File: config.mk
export PLATFORM = sky130hd
export DESIGN_NAME = cp0_timer_intc
export DESIGN_NICKNAME = d
export VERILOG_FILES = /design/src/rtl/cp0_timer_intc.sv
export SDC_FILE = /design/constraint.sdc
export NUM_CORES = 1
export LEC_CHECK = 0
export ABC_AREA = 1
export BUFFER_PORTS_ARGS = -buffer_cell sky130_fd_sc_hd__buf_2
export CORE_MARGIN = 2
export CORE_UTILIZATION = 40
export CTS_CLUSTER_DIAMETER = 120
export DETAILED_ROUTE_END_ITERATION = 8
export GPL_TIMING_DRIVEN = 0
export RECOVER_POWER = 100
export SKIP_CTS_REPAIR_TIMING = 1
export SLEW_MARGIN = 20
export SYNTH_ARGS = -nofsm -noshare
export SYNTH_HDL_FRONTEND = slang
export SYNTH_SLANG_ARGS = --single-unit
File: constraint.sdc
create_clock -name clk -period 10.66 [get_ports clk]
set_input_delay 1.066 -clock clk [delete_from_list [all_inputs] [get_ports clk]]
set_output_delay 1.066 -clock clk [all_outputs]
set_load 0.05 [all_outputs]
File: src/rtl/cp0_timer_intc.sv
// CP0 Count/Compare timer with NUM_CMP compare channels, tick prescaler and Cause.IP assembly.
// Optional macro CP0_INT_SYNC_EN adds a 2-flop synchroniser on ext_int_in (3-cycle latency).
module cp0_timer_intc #(
  parameter int NUM_EXT  = 6,
  parameter int NUM_CMP  = 2,
  parameter int TICK_DIV = 2
) (
  input  logic               clk,
  input  logic               reset,
  input  logic               mtc0_we,
  input  logic [7:0]         cp0_addr,
  input  logic [31:0]        cp0_wdata,
  output logic [31:0]        cp0_rdata,
  output logic               rd_hit,
  input  logic [NUM_EXT-1:0] ext_int_in,
  input  logic [1:0]         sw_ip,
  input  logic [7:0]         status_im,
  input  logic               status_ie,
  input  logic               status_exl,
  output logic [7:0]         cause_ip,
  output logic               cause_ti,
  output logic [NUM_CMP-1:0] ti_vec,
  output logic               has_int
);

  localparam int         DIV_W         = (TICK_DIV > 1) ? $clog2(TICK_DIV) : 1;
  localparam logic [7:0] ADDR_COUNT    = 8'h48;
  localparam logic [7:0] ADDR_CMP_BASE = 8'h58;

  logic [DIV_W-1:0]   div_cnt;
  logic               tick;
  logic [31:0]        count;
  logic [31:0]        compare [NUM_CMP];
  logic               count_we;
  logic [NUM_CMP-1:0] cmp_we;
  logic [NUM_CMP-1:0] match;
  logic [NUM_EXT-1:0] ext_q;
  logic [5:0]         ext_pad;

  assign tick     = (div_cnt == DIV_W'(TICK_DIV - 1));
  assign count_we = mtc0_we && (cp0_addr == ADDR_COUNT);

  // NOTE: every signal driven from always_comb gets a default first, so no path leaves it unassigned (no latch).
  always_comb begin
    cmp_we = '0;
    match  = '0;
    for (int k = 0; k < NUM_CMP; k++) begin
      cmp_we[k] = mtc0_we && (cp0_addr == 8'(ADDR_CMP_BASE + 8'(k)));
      match[k]  = (count == compare[k]);
    end
  end

  // A COUNT write restarts the prescaler and overrides a same-cycle tick.
  // NOTE: sequential state uses non-blocking assignments so every flop samples pre-edge values.
  always_ff @(posedge clk) begin
    if (reset) begin
      div_cnt <= '0;
      count   <= '0;
    end else if (count_we) begin
      div_cnt <= '0;
      count   <= cp0_wdata;
    end else if (tick) begin
      div_cnt <= '0;
      count   <= count + 32'd1;
    end else begin
      div_cnt <= div_cnt + DIV_W'(1);
    end
  end

  // Match compares pre-write register values; a compare write in the same cycle wins.
  // NOTE: the compare bank is reset because its reset value (all ones) is software-visible.
  always_ff @(posedge clk) begin
    if (reset) begin
      ti_vec <= '0;
      for (int k = 0; k < NUM_CMP; k++) compare[k] <= 32'hFFFF_FFFF;
    end else begin
      for (int k = 0; k < NUM_CMP; k++) begin
        if (cmp_we[k]) begin
          compare[k] <= cp0_wdata;
          ti_vec[k]  <= 1'b0;
        end else if (match[k]) begin
          ti_vec[k]  <= 1'b1;
        end
      end
    end
  end

`ifdef CP0_INT_SYNC_EN
  logic [NUM_EXT-1:0] sync_q1, sync_q2;

  always_ff @(posedge clk) begin
    if (reset) begin
      sync_q1 <= '0;
      sync_q2 <= '0;
      ext_q   <= '0;
    end else begin
      sync_q1 <= ext_int_in;
      sync_q2 <= sync_q1;
      ext_q   <= sync_q2;
    end
  end
`else
  always_ff @(posedge clk) begin
    if (reset) ext_q <= '0;
    else       ext_q <= ext_int_in;
  end
`endif

  // Unused external lines read as zero in the IP field.
  always_comb begin
    ext_pad                = '0;
    ext_pad[NUM_EXT-1:0]   = ext_q;
  end

  assign cause_ti = |ti_vec;
  assign cause_ip = {ext_pad[5] | cause_ti, ext_pad[4:0], sw_ip};
  assign has_int  = (|(cause_ip & status_im)) & status_ie & ~status_exl;

  always_comb begin
    cp0_rdata = '0;
    rd_hit    = 1'b0;
    if (cp0_addr == ADDR_COUNT) begin
      cp0_rdata = count;
      rd_hit    = 1'b1;
    end
    for (int k = 0; k < NUM_CMP; k++) begin
      if (cp0_addr == 8'(ADDR_CMP_BASE + 8'(k))) begin
        cp0_rdata = compare[k];
        rd_hit    = 1'b1;
      end
    end
  end

endmodule
==> results.md <==
* Post-Syn Instances at 896
* TritonRoute pass-1 iters at 4
* Synth Net Count at 958
* Worst rel slew slack at -12.8%
* FF+latch count, synth at around 110
* Final hold vios at 0
* GRT overflow at 0
* M1 GR Usage at 32.5%
* Clock latency at the later pin of the worst-skew pair at ~0.36 ns
* Status: finished, violations left
* Yosys top cell area share at roughly 29%
* Nets at 1078
* Critical Path AT at 4.77 ns
* Count of different cell masters after synthesis at 37
* Wire length per cell at 16.4 microns
* CP max FO at 12
* Reg clk slew, reported paths at about 0.070 ns
* Total power at 0.000844 W
* Critical path launch point type: input pin
* Initial antenna violation count at 0
* # DRC at 0
* M3 GR Usage at under 10%
* Clk network pwr share at 36.9%
* First-pass GRT wire length at 31.7 mm
* Setup TNS at 0 ns
* Vias in the first global route at about 5.8k
* Busiest grt layer: met2
* Int Power at 0.000630 W
* Die height at 133 microns
* CTS root buf: clkbuf_16
* Clk_skew at between 0.009 and 0.01 ns
* Pleak at roughly 3 nW
* Sw Pwr at 0.000214 W
* Clock Tree Buf Depth at 2
* Async SR Flop Fraction at 0%
* VDD IR-drop max at 83.1 uV
* Crit share post-route at approximately 45%
* Worst path slowest cell: o21ai_0
* Synthesis Warnings at 0
* Initial core utilization at 40.4%
* Remaining antenna violation count at 0
* Slew Limit Fails at 24
* Total wire length at 20.3 mm
* Number of synthesized flops with an enable pin at 64
* CTS sink count at 105
* Crit-path cells: buf_2 -> inv_1 -> nand2_2 -> nor3_4 -> nand2_2 -> clkbuf_1 -> o21ai_0 -> clkbuf_1 -> clkbuf_1
* Core Util, Final at 46.2%
* Synthesized area per cell at 7.40 sq um
* Switching Fraction at about a quarter
* Post-layout minimum cycle time at between 4 and 5 ns
* Cell taking the most area after synthesis: edfxtp_1
* Sequential group share of total power at 53.9%
* Met2 Use GR at a little under two fifths
* Fraction of layout cells with a size suffix above 1 at 12.4%
* Crit. End Element: flop
* DR iter-0 viols at 412
* H-tree Lvls at 3
* Crit-path most repeated cell: clkbuf_1
* CTS tree: yes
* P&R area growth vs syn at 14.2%
* Die width at about 130 microns
* Slew @ Worst Pin at 1.67 ns
* Post-Syn Area at 6630 sq um
* Synth top area cells: edfxtp_1 (29%), nand2_1 (17%), dfxtp_1 (12%), xnor2_1 (6.2%), inv_1 (5.7%)
* Violated checks: capacitance limit, slew limit
* Critical Path RT at between 10 and 15 ns
* Hpwl dp at 15.4 mm
* WP buf/inv at 5
* Post-synth top flop: edfxtp_1
* Vias/cell at 4.91
* Commonest non-fill, non-tap cells in the layout: nand2_1 (297), inv_1 (101), nor2_1 (87)
* RD Place Congestion at 0.879
* Die area at 17600 sq um
* Tot GR Track Use at 23.7%
* Combinational power share at 9.2%
* Max stage delay on crit path at approximately 1.4 ns
* Worst hold path type: flop to flop
* CTS Buf Count at 9
* Via count at approximately 6.1k
* Antenna Cells at 0
* Fmax at roughly 210 MHz
* Max cap viols at 2
* CP top delay family: buffers and inverters
* CP Class: input pin to flop
* Pwr per Cell Area at 111 nW/um^2
* Final Setup Violations at 0
* Rows at 47
* Input/output buffers at 105
* Largest net degree at the start of global routing at 17
* Register area share after synthesis at about 41%
* I/O pin cnt at between 100 and 150
* RSZ-0062 raised after global routing: no
* Core footprint at 16400 sq um
* Commonest non-fill, non-tap cell in the layout: nand2_1
[layer usage]
metal | share of wire [%] | routed length [microns] | vias to the layer above
li1 | - | - | 3081
met1 | 46 | 9280 | 2790
met2 | 46 | 9310 | 195
met3 | 6.3 | 1290 | 28
met4 | 2.3 | 477 | 0
met5 | 0 | 0 | -
[power groups by stage]
stage               sequential [W]  clock, W  combinational [W]
floorplan                 0.000462         0          0.0000492
global placement          0.000465         0          0.0000783
detailed placement        0.000464         0          0.0000839
CTS                       0.000455  0.000314          0.0000842
global route              0.000457  0.000331          0.0000854
finish                    0.000455  0.000312          0.0000775
[state kept, by name, indices dropped and copies added (netlist names)]
signal   count
count       32
ti_vec       2
compare     64
ext_pad      6
div_cnt      1
[cells by family (layout without fill, tap and decap cells)]
logic type                 Yosys count  count (layout)  synth area share (%)
xor gates and xnor gates            55              55                  7.27
and+or+nand+nor                    499             499                  33.3
buffers and inverters              159             284                  10.5
DFF                                105             105                  41.4
AOI/OAI and AO/OA                   77              77                  7.40
adders and majority gates            1               1                 0.189
[path summary, 6_finish.rpt]
kind	start	to	slack, ns	cells past startpoint
worst min-delay path	ti_vec[0]	ti_vec[0]	0.48	2
worst min register to register	ti_vec[0]	ti_vec[0]	0.48	2
worst max register to register	div_cnt	count[24]	8.75	6
worst max-delay path	cp0_addr[2]	compare[0][20]	5.88	9
[metrics by stage]
step	std cells	hold slack, ns	area, sq um	worst slack, ns
final	1241	0.476	7570	5.88
after floorplan	896	0.575	6630	6.35
after CTS	1241	0.478	7810	6.70
after global placement	1221	0.467	7430	4.15
after detailed placement	1225	0.467	7550	6.70
after global routing	1241	0.499	7570	5.23
[worst min-delay path, delay by kind of cell (launching register included)]
kind	cells	cell delay (ns)
flops	1	0.31
buf+inv	1	0.06
compound gates	1	0.06
[cell type report]
class | count | area [sq um]
sequential | 105 | 2740
clock buffer | 12 | 236
tap | 220 | 275
buffer | 56 | 283
timing repair buffer | 109 | 487
clock inverter | 4 | 21.3
fill | 1712 | 8830
multi-input combinational | 632 | 3140
inverter | 103 | 387
[synth_stat cells (all sizes together) (5+ instances only)]
master,count
a21oi,29
buf,40
clkbuf,16
dfxtp,41
edfxtp,64
inv,103
nand2,304
nand3,63
nand3b,25
nand4,5
nor2,94
o211ai,19
o21ai,18
o221ai,8
xnor2,47
xor2,8
(Power assumes the default switching activity.)
